<file path="config.mk">
export PLATFORM = sky130hd
export DESIGN_NAME = ex_mem_skid_stage
export DESIGN_NICKNAME = d
export VERILOG_FILES = /design/src/rtl/ex_mem_skid_stage.sv
export SDC_FILE = /design/constraint.sdc
export NUM_CORES = 1
export LEC_CHECK = 0
export CORE_MARGIN = 3
export CORE_UTILIZATION = 48
export DETAILED_ROUTE_END_ITERATION = 8
export HOLD_SLACK_MARGIN = 0.06
export PLACE_DENSITY = 0.8
export SLEW_MARGIN = 20
export SYNTH_ARGS = -nofsm -noshare
export SYNTH_HDL_FRONTEND = slang
export SYNTH_SLANG_ARGS = --single-unit
</file>
<file path="constraint.sdc">
create_clock -name clk -period 13 [get_ports clk]
set_input_delay 1.3 -clock clk [delete_from_list [all_inputs] [get_ports clk]]
set_output_delay 1.3 -clock clk [all_outputs]
set_load 0.01 [all_outputs]
</file>
<file path="src/rtl/ex_mem_skid_stage.sv">
// ex_mem_skid_stage: valid/ready EX/MEM register with one-entry skid buffer and side-state hold channel
module ex_mem_skid_stage #(
  parameter int DATA_W = 128,
  parameter int HOLD_W = 66,
  parameter logic [DATA_W-1:0] NOP_DATA = {DATA_W{1'b0}},
  parameter bit BUBBLE_ZERO = 1'b1
) (
  input  logic              clk,
  input  logic              rst,
  input  logic              in_valid,
  input  logic [DATA_W-1:0] in_data,
  output logic              in_ready,
  output logic              out_valid,
  output logic [DATA_W-1:0] out_data,
  input  logic              out_ready,
  input  logic              flush,
  input  logic [HOLD_W-1:0] hold_i,
  output logic [HOLD_W-1:0] hold_o
);
  logic              skid_valid;
  logic [DATA_W-1:0] skid_data;
  logic [DATA_W-1:0] main_data;
  logic              acc;
  logic              upd;
  assign in_ready = !skid_valid;
  assign acc      = in_valid & in_ready;
  assign upd      = !out_valid | out_ready;
  assign out_data = (BUBBLE_ZERO && !out_valid) ? NOP_DATA : main_data;
  // Main and skid entries: skid drains first so ordering stays FIFO; flush kills both
  always_ff @(posedge clk or posedge rst) begin
    if (rst) begin
      out_valid  <= 1'b0;
      main_data  <= NOP_DATA;
      skid_valid <= 1'b0;
      skid_data  <= NOP_DATA;
    end else if (flush) begin
      out_valid  <= 1'b0;
      skid_valid <= 1'b0;
    end else begin
      if (upd) begin
        if (skid_valid) begin
          out_valid  <= 1'b1;
          main_data  <= skid_data;
          skid_valid <= 1'b0;
        end else if (acc) begin
          out_valid <= 1'b1;
          main_data <= in_data;
        end else begin
          out_valid <= 1'b0;
        end
      end
      if (acc && out_valid && !out_ready) begin
        skid_valid <= 1'b1;
        skid_data  <= in_data;
      end
    end
  end
  // Side state: a newly accepted instruction restarts the accumulator, otherwise it loops back
  always_ff @(posedge clk or posedge rst) begin
    if (rst) hold_o <= '0;
    else     hold_o <= (acc && !flush) ? '0 : hold_i;
  end
endmodule

</file>
After elaboration in Yosys (flattened, before gate mapping):

Cells that the tools add are included.

* mux-type cells: 11
* bitwise gates (word level): 3
* reductions and logical operators: 12

Operator list (count)
* 128-bit 2-to-1 mux: 3
* 66-bit 2-to-1 mux: 1
* 1-bit 2-to-1 mux: 7
* 1-bit logical NOT: 4
* 2-bit nonzero test: 2
* 1-bit logical AND: 3
* 3-bit AND reduction: 1
* 3-bit nonzero test: 1
* 2-bit AND reduction: 1
* 1-bit bitwise AND: 1
* 1-bit inverter: 1
* 1-bit bitwise OR: 1

* flip-flop bits (word level): 324
* output and inout port bits: 196
* word-level logic and storage cells: 31

Depth between registers and ports, before layout:

Gate-level depths: netlist of the first run.

* word-level depth: 6
* mapped depth: 5
* depth with buffers taken out: 3

Least setup slack after synthesis of the first run:

OpenSTA, ideal clock, no wires.

* path kind: in2reg
* start: in flush
* end: reg skid_data[29]
* setup time: 0.125 ns
* arrival time: 2.325 ns
* setup slack: 10.551 ns
* cell stages on the path: 5
* buffers on the path: 2
* cells stage by stage: nor3b_2 -> and2_1 -> buf_4 -> buf_6 -> mux2_2

* word-level cells in the longest chain between the ends: 2

RTL lines
* start, declared: line 16 `input logic flush,`
* 1-bit inverter (no line)
* 2-bit AND reduction (no line)
* end signal, assigned: line 54 `skid_data <= in_data;`
* end, declared: line 21 `logic [DATA_W-1:0] skid_data;`

Every way passes these cells.
A chain may end at the register's enable or synchronous reset.

Final worst setup path of the first run:

Same ends and word-level chain as after synthesis.

==> impl_metrics.json, run 1 <==
{
  "p_int_mw": 2.151,
  "routedWlPerCell_um": 19.09,
  "drtPass1Iterations": 4,
  "drc": 0,
  "synth_nets": 1174,
  "power_mw": 2.803,
  "netSwitchingPower_mw": 0.6524,
  "cp.required_ps": 13370,
  "synth_edf_count": 0,
  "critPathSlowestCell": "and2_4",
  "use_met1_pct": 24.05,
  "fin_crit_ps": 4404,
  "cp_cell_sequence": "clkdlybuf4s50_1 > nor3b_4 > buf_4 > and2_4 > buf_4 > mux2_2",
  "stdcell_count": 1771,
  "die_height_um": 177.4,
  "drive_gt1_share_pct": 32.27,
  "io_pins": 395,
  "clkTransAtPathRegs_ps": 60,
  "grt_overflow_total": 0,
  "swShare_pct": 23.28,
  "arrival_ps": 4770,
  "grt_pass1_vias": 9569,
  "synth-seq-cells": 324,
  "yosysMostFrequentCell": "mux2_2",
  "cpPeakStageDelay_ps": 850,
  "met2_usage_pct": 35.73,
  "finalHoldViolCount": 0,
  "ctsRootBufferMaster": "clkbuf_16",
  "start_kind": "primary input",
  "fin_hold_ws_ps": 487.2,
  "final_util_pct": 67.48,
  "synth_top_area_share_pct": 57.48,
  "layout_setup_ws_ps": 8596,
  "syn-cell-area_mm2": 0.01411,
  "row_count": 62,
  "fp.dieW_um": 177.4,
  "worst_setup_path_end_kind": "flop",
  "synth_top_cell_by_area": "dfrtp_1",
  "leakage_nw": 8.052,
  "cts_resized": 0,
  "yosysUniqueCellTypes": 16,
  "synth_async_sr_flop_share_pct": 100.0,
  "crit_buf_inv": 3,
  "drv_cap": 0,
  "combPwrFrac_pct": 17.3,
  "grt_usage_pct": 20.92,
  "post-route-period-util_pct": 33.87,
  "powerDensity_mw_per_mm2": 143.9,
  "cp_max_fo": 67,
  "ir_drop_mv": 0.1047,
  "clock_skew_ps": 9.242,
  "place_congestion": 0.7937,
  "area_growth_pct": 38.04,
  "ant_nets": 0,
  "avgSynthCellArea_um2": 14.47,
  "placed_cell_area_mm2": 0.01823,
  "p_clk_share_pct": 36.8,
  "p_seq_share_pct": 45.9,
  "final_area_mm2": 0.01947,
  "max_slew.worst_pin.slew_ps": 981.3,
  "slew_headroom_pct": 34.58,
  "ys_seq_area_share_pct": 57.48,
  "min_path_type": "flop to flop",
  "viasPerCell": 5.070,
  "tns_ps": 0,
  "portBuffers": 394,
  "syn_inst": 975,
  "dp_cells": 1699,
  "via_count": 8979,
  "clkSinkCount": 324,
  "pre_cts_ws_ps": 8067,
  "drt_iter0_markers": 346,
  "postCtsSetupRepairBufs": 0,
  "crit_type": "primary input to flop",
  "clkLatencyLatePin_ps": 490,
  "synth_warnings": 0,
  "ys.flop_type": "dfrtp_1",
  "use_met3_pct": 6.098,
  "htree_levels": 2,
  "hold_buffers": 0,
  "initial_utilization_pct": 48.88,
  "status": "finished, final reports clean",
  "fmax_mhz": 227.1,
  "synth_area_leaders": "dfrtp_1, mux2_2, and2_1",
  "core_area_mm2": 0.02886,
  "totalWireLength_um": 33810,
  "die_area_mm2": 0.03148,
  "busiest_layer": "met2",
  "cts_tree": "yes",
  "rsz0062_at_grt": "no",
  "setup_viol": 0,
  "fin_nets": 1552,
  "antenna_found_initial": 8,
  "detailed_place_hpwl_um": 22650,
  "crit_family": "buffers and inverters",
  "grt_max_degree": 129,
  "synthTopCellsByCount": "mux2_2, dfrtp_1, and2_1",
  "clk_path_buf_depth": 3,
  "drv_slew": 0,
  "cts_made_buffers": 36,
  "grt_pass1_wl_um": 51830,
  "cpMostUsedCell": "buf_4"
}
layout make-up:
cell class,instances,area [um2]
Sequential cell,324,8113
Inverter,2,15.01
Clock inverter,11,132.6
Multi-Input combinational cell,586,5602
Timing Repair Buffer,403,4024
Antenna cell,8,20.02
Fill cell,2135,9385
Tap cell,384,480.5
Clock buffer,53,1086
layer usage:
| layer | share of wire (%) | wire length [um] | vias to the layer above |
|---|---|---|---|
| li1 | - | - | 4090 |
| met1 | 37 | 12620 | 4502 |
| met2 | 51 | 17180 | 310 |
| met3 | 7.3 | 2483 | 77 |
| met4 | 4.5 | 1533 | 0 |
| met5 | 0 | 0 | - |
worst reg2reg max path, stage by stage (launching register included):
cell and delay (ps):
dfrtp_4 730, nor3b_4 280, buf_4 520, and2_4 850
buf_4 910, mux2_2 460
worst paths after layout:
kind	start	cells past startpoint	endpoint	slack [ps]
max reg2reg	skid_valid	5	skid_data[29]	9120
min	skid_data[8]	1	skid_data[8]	490
min reg2reg	skid_data[8]	1	skid_data[8]	490
max in group asynchronous	rst	3	hold_o[34]	10200
max	flush	6	skid_data[29]	8600
min in group asynchronous	rst	2	main_data[4]	1380
power by group through the flow:
stage | combinational [mW] | sequential, mW | clock [mW]
after floorplan | 0.280 | 1.28 | 0
after global placement | 0.477 | 1.29 | 0
after detailed placement | 0.492 | 1.30 | 0
after CTS | 0.495 | 1.29 | 1.06
after global routing | 0.526 | 1.31 | 1.10
final | 0.486 | 1.29 | 1.03
logic make-up after synthesis:
group / count (synthesis) / synth area share [%]
mux: 384 / 30.65
flops: 324 / 57.48
simple gates: 201 / 8.923
buf+inv: 65 / 2.909
compound gates: 1 / 0.03545
cells in the final DEF (no fill, tap or decap), types with 3 or more instances in the layout:
cell	Yosys	final
clkbuf_1	21	6
diode_2	0	8
dfrtp_1	324	322
clkinv_2	0	7
buf_4	13	8
nor2b_1	67	67
bufinv_16	0	3
and2_1	129	128
mux2_1	12	12
clkbuf_8	0	10
mux2_2	372	372
clkdlybuf4s50_1	0	394
clkbuf_16	0	37
flip-flops by register name, indices dropped and copies added, names as in the netlist:
signal and flops:
out_valid 1, skid_valid 1, skid_data 128, hold_o 66, main_data 128
No activity file was read; power rests on OpenSTA's default activity.
==> inputs of run 2 (changes only) <==
==> constraint.sdc (replaced) <==
create_clock -name clk -period 4.3 [get_ports clk]
set_input_delay 0.43 -clock clk [delete_from_list [all_inputs] [get_ports clk]]
set_output_delay 0.43 -clock clk [all_outputs]
set_load 0.01 [all_outputs]
==> impl_metrics.json, run 2 (synthesized netlist as in run 1, its figures left out) <==
{
  "core_area_mm2": 0.02886,
  "use_met3_pct": 6.205,
  "cp_max_fo": 69,
  "grt_max_degree": 157,
  "antenna_found_initial": 5,
  "slew_headroom_pct": 41.27,
  "crit_type": "flop to output port",
  "met2_usage_pct": 36.92,
  "grt_pass1_wl_um": 51840,
  "cts_tree": "yes",
  "place_congestion": 0.7979,
  "power_mw": 8.192,
  "grt_usage_pct": 20.79,
  "start_kind": "flop",
  "arrival_ps": 2250,
  "totalWireLength_um": 33260,
  "busiest_layer": "met2",
  "clock_skew_ps": 9.229,
  "drtPass1Iterations": 4,
  "drv_slew": 0,
  "fp.dieW_um": 177.4,
  "fin_nets": 1554,
  "area_growth_pct": 37.29,
  "cp.required_ps": 3870,
  "via_count": 8872,
  "postCtsSetupRepairBufs": 0,
  "clkSinkCount": 324,
  "use_met1_pct": 23.88,
  "reg.largest.list": "main_data (128), skid_data (128), hold_o (66)",
  "fmax_mhz": 373.0,
  "post-route-period-util_pct": 62.34,
  "ant_nets": 0,
  "min_path_type": "primary input to async pin",
  "worst_setup_path_end_kind": "output port",
  "io_pins": 395,
  "htree_levels": 2,
  "drive_gt1_share_pct": 31.59,
  "ctsRootBufferMaster": "clkbuf_16",
  "layout_common_cells": "clkdlybuf4s50_1, mux2_2, dfrtp_1, and2_1, nor2b_1",
  "finalHoldViolCount": 0,
  "rsz0062_at_grt": "no",
  "viasPerCell": 5.032,
  "status": "finished, final reports clean",
  "fin_crit_ps": 2681,
  "portBuffers": 394,
  "ir_drop_mv": 0.2765,
  "clk_path_buf_depth": 3,
  "powerDensity_mw_per_mm2": 423.0,
  "clkTransAtPathRegs_ps": 60,
  "setup_viol": 0,
  "hold_buffers": 0,
  "cts_resized": 0,
  "initial_utilization_pct": 48.88,
  "grt_overflow_total": 0,
  "cts_made_buffers": 36,
  "routedWlPerCell_um": 18.87,
  "drv_cap": 0,
  "drt_iter0_markers": 390,
  "die_height_um": 177.4,
  "max_slew.worst_pin.slew_ps": 881.0,
  "row_count": 62,
  "grt_pass1_vias": 9619,
  "die_area_mm2": 0.03148,
  "layout_commonest_cell": "clkdlybuf4s50_1",
  "clkLatencyLatePin_ps": 500,
  "drc": 0,
  "detailed_place_hpwl_um": 22250,
  "leakage_nw": 7.989,
  "final_util_pct": 67.11
}
run 2: changes by cell type in the layout (fill, tap and decap cells not counted):
cell / change
buf_4: -1
inv_8: -1
clkbuf_8: -6
diode_2: -3
clkinv_2: -4
bufinv_16: -2
buf_12: +3
clkbuf_1: +6
run 2: metal layers:
metal	vias up	part of all wire, %
li1	4096	-
met1	4436	38
met2	279	52
met3	59	7.4
met4	2	2.7
met5	-	0.033
run 2: area by class of cell:
cell class              instances  area [um2]
diodes                          5       12.51
clock buffers                  53        1026
clock inverters                 4       45.04
fillers                      2142        9492
inverters                       2       11.26
multi-input cells             586        5602
flip-flops and latches        324        8113
well taps                     384       480.5
repair buffers                405        4076
run 2: report_power, final:
part	switching (mW)	internal, mW	total [mW]
Combinational	0.519	0.951	1.47
Clock	1.14	1.70	2.83
Sequential	0.260	3.63	3.89
Total	1.92	6.28	8.19
run 2: final timing paths:
kind	start	endpoint	slack (ps)	cells after the start
max reg2reg	skid_valid	main_data[68]	1670	4
min reg2reg	skid_data[9]	skid_data[9]	480	1
min	rst	skid_data[120]	200	2
min in group clk	hold_i[37]	hold_o[37]	480	2
max in group asynchronous	rst	main_data[84]	3030	3
max	out_valid	out_data[84]	1620	3
run 2: worst max-delay path, stage by stage (launching register included):
cell and delay [ps]:
dfrtp_2 370, buf_4 490, and2_1 220, clkdlybuf4s50_1 600
run 2: per-stage QoR:
stage | instance area, um2 | TNS [ps] | instances | worst slack, ps | hold WS, ps
after floorplan | 14110 | -146690 | 975 | -452.7 | 452.2
after global placement | 18280 | 0 | 1701 | 1698 | 463.0
after detailed placement | 18280 | 0 | 1701 | 1643 | 472.9
after CTS | 19350 | 0 | 1758 | 1571 | 178.3
after global routing | 19360 | 0 | 1762 | 1498 | 183.0
final | 19370 | 0 | 1763 | 1619 | 198.9
==> inputs of run 3 (changes only) <==
--- a/config.mk
+++ b/config.mk
@@ -6,10 +6,10 @@
 export NUM_CORES = 1
 export LEC_CHECK = 0
 export CORE_MARGIN = 3
-export CORE_UTILIZATION = 48
+export CORE_UTILIZATION = 44
 export DETAILED_ROUTE_END_ITERATION = 8
 export HOLD_SLACK_MARGIN = 0.06
-export PLACE_DENSITY = 0.8
+export PLACE_DENSITY = 0.77
 export SLEW_MARGIN = 20
 export SYNTH_ARGS = -nofsm -noshare
 export SYNTH_HDL_FRONTEND = slang
==> constraint.sdc (replaced) <==
create_clock -name clk -period 2.2 [get_ports clk]
set_input_delay 0.22 -clock clk [delete_from_list [all_inputs] [get_ports clk]]
set_output_delay 0.22 -clock clk [all_outputs]
set_load 0.01 [all_outputs]
==> impl_metrics.json, run 3 (synthesized netlist as in run 1, its figures left out) <==
{
  "dp_cells": 1733,
  "clk_path_buf_depth": 3,
  "drc": 0,
  "antenna_found_initial": 1,
  "fillers": 2442,
  "area_growth_pct": 40.65,
  "layout_commonest_cell": "mux2_2",
  "grt_pass1_wl_um": 54240,
  "core_area_mm2": 0.03107,
  "cp-startpoint": "out_valid",
  "drv_slew": 0,
  "grt_pass1_vias": 9809,
  "io_pins": 395,
  "stdcell_count": 1807,
  "drt_iter0_markers": 245,
  "p_int_mw": 12.72,
  "die_height_um": 185.1,
  "ant_nets": 0,
  "ctsRootBufferMaster": "clkbuf_16",
  "grt_max_degree": 127,
  "fin_nets": 1580,
  "initial_utilization_pct": 45.40,
  "pre_cts_ws_ps": 54.02,
  "tns_ps": 0,
  "r2r_slack_ps": 200,
  "slew_headroom_pct": 50.28,
  "cp_max_fo": 28,
  "arrival_ps": 1910,
  "setup_viol": 0,
  "fin_crit_ps": 2127,
  "fmax_mhz": 470.1,
  "worst_setup_path_end_kind": "output port",
  "cp.required_ps": 1980,
  "start_kind": "flop",
  "min_path_type": "primary input to async pin",
  "drive_gt1_share_pct": 33.50,
  "clock_skew_ps": 16.63,
  "drtPass1Iterations": 4,
  "grt_usage_pct": 20.25,
  "hold_buffers": 0,
  "combPwrFrac_pct": 17.3,
  "reg.largest.list": "main_data (128), skid_data (128), hold_o (66)",
  "routedWlPerCell_um": 19.44,
  "p_seq_share_pct": 45.8,
  "fp.dieW_um": 185.1,
  "max_slew.worst_pin.slew_ps": 745.9,
  "row_count": 64,
  "p_clk_share_pct": 36.9,
  "clkLatencyLatePin_ps": 500,
  "layout_common_cells": "mux2_2, dfrtp_1, clkdlybuf4s50_1, and2_1, dlygate4sd2_1",
  "via_count": 9008,
  "crit_type": "flop to output port",
  "layout_setup_ws_ps": 72.60,
  "ir_drop_mv": 0.7391,
  "drv_cap": 0,
  "place_congestion": 0.7988,
  "portBuffers": 394,
  "cts_tree": "yes",
  "viasPerCell": 4.985,
  "status": "finished, final reports clean",
  "netSwitchingPower_mw": 3.903,
  "finalHoldViolCount": 0,
  "post-route-period-util_pct": 96.70,
  "die_area_mm2": 0.03424,
  "powerDensity_mw_per_mm2": 837.9,
  "htree_levels": 2,
  "totalWireLength_um": 35140,
  "clkTransAtPathRegs_ps": 60,
  "leakage_nw": 8.877,
  "cts_made_buffers": 37,
  "detailed_place_hpwl_um": 24130,
  "rsz0062_at_grt": "no",
  "swShare_pct": 23.48,
  "clkSinkCount": 324,
  "grt_overflow_total": 0,
  "r2r-start": "out_valid"
}
[run 3: worst paths after layout]
| kind | end | depth (start not counted) |
|---|---|---|
| worst max-delay path | out_data[11] | 4 |
| worst min-delay path | skid_data[88] | 3 |
| worst max register to register | main_data[73] | 6 |
| worst min register to register | skid_data[7] | 1 |
| max in group asynchronous | skid_data[24] | 3 |
| min in group clk | hold_o[22] | 2 |
[run 3: layout make-up]
type | instances | area (um2) | area share (%)
tap | 396 | 495.5 | 2.497
clock inverter | 12 | 141.4 | 0.7126
sequential | 324 | 8113 | 40.89
inverter | 2 | 11.26 | 0.05676
multi-input combinational | 586 | 5604 | 28.25
antenna | 2 | 5.005 | 0.02523
timing repair buffer | 430 | 4374 | 22.05
clock buffer | 55 | 1096 | 5.524
[run 3: power by group through the flow]
stage / Clock (mW) / Combinational (mW) / Sequential, mW
finish: 6.14 / 2.87 / 7.62
detailed placement: 0 / 2.97 / 7.72
CTS: 6.30 / 2.94 / 7.62
global placement: 0 / 2.89 / 7.66
floorplan: 0 / 1.65 / 7.57
global route: 6.56 / 3.12 / 7.76
[run 3: routing by layer]
layer / up-vias / part of all wire [%] / track usage, %
met5: - / 0 / 0
met4: 0 / 2.2 / 5.612
met3: 51 / 6.9 / 5.479
met2: 282 / 52 / 36.70
met1: 4529 / 39 / 23.67
li1: 4146 / - / -
[run 3: critical path, stage by stage (launching register included)]
cell and delay (ps):
dfrtp_2 420, buf_12 120, buf_16 160, and2_4 170, clkdlybuf4s50_1 530
[run 3: metrics by stage]
step | hold WS, ps | utilization [%] | cell area, um2 | power, mW
2_1_floorplan | 283.1 | - | 14110 | 9.228
4_1_cts | 171.5 | 63.76 | 19810 | 16.87
3_3_place_gp | 463.0 | 59.66 | 18540 | 10.54
5_1_grt | 183.8 | 63.85 | 19840 | 17.44
6_report | 189.1 | 63.86 | 19840 | 16.62
3_5_place_dp | 473.6 | 59.66 | 18540 | 10.69
[run 3: what timing repair did]
item                                    4_1_cts  5_1_grt
setup buffers                                 3        0
endpoints found under the hold margin         0        0
pin swaps                                     0        0
endpoints found under the setup margin      109       46
cloned                                        3        0
gates resized for setup                      86       20
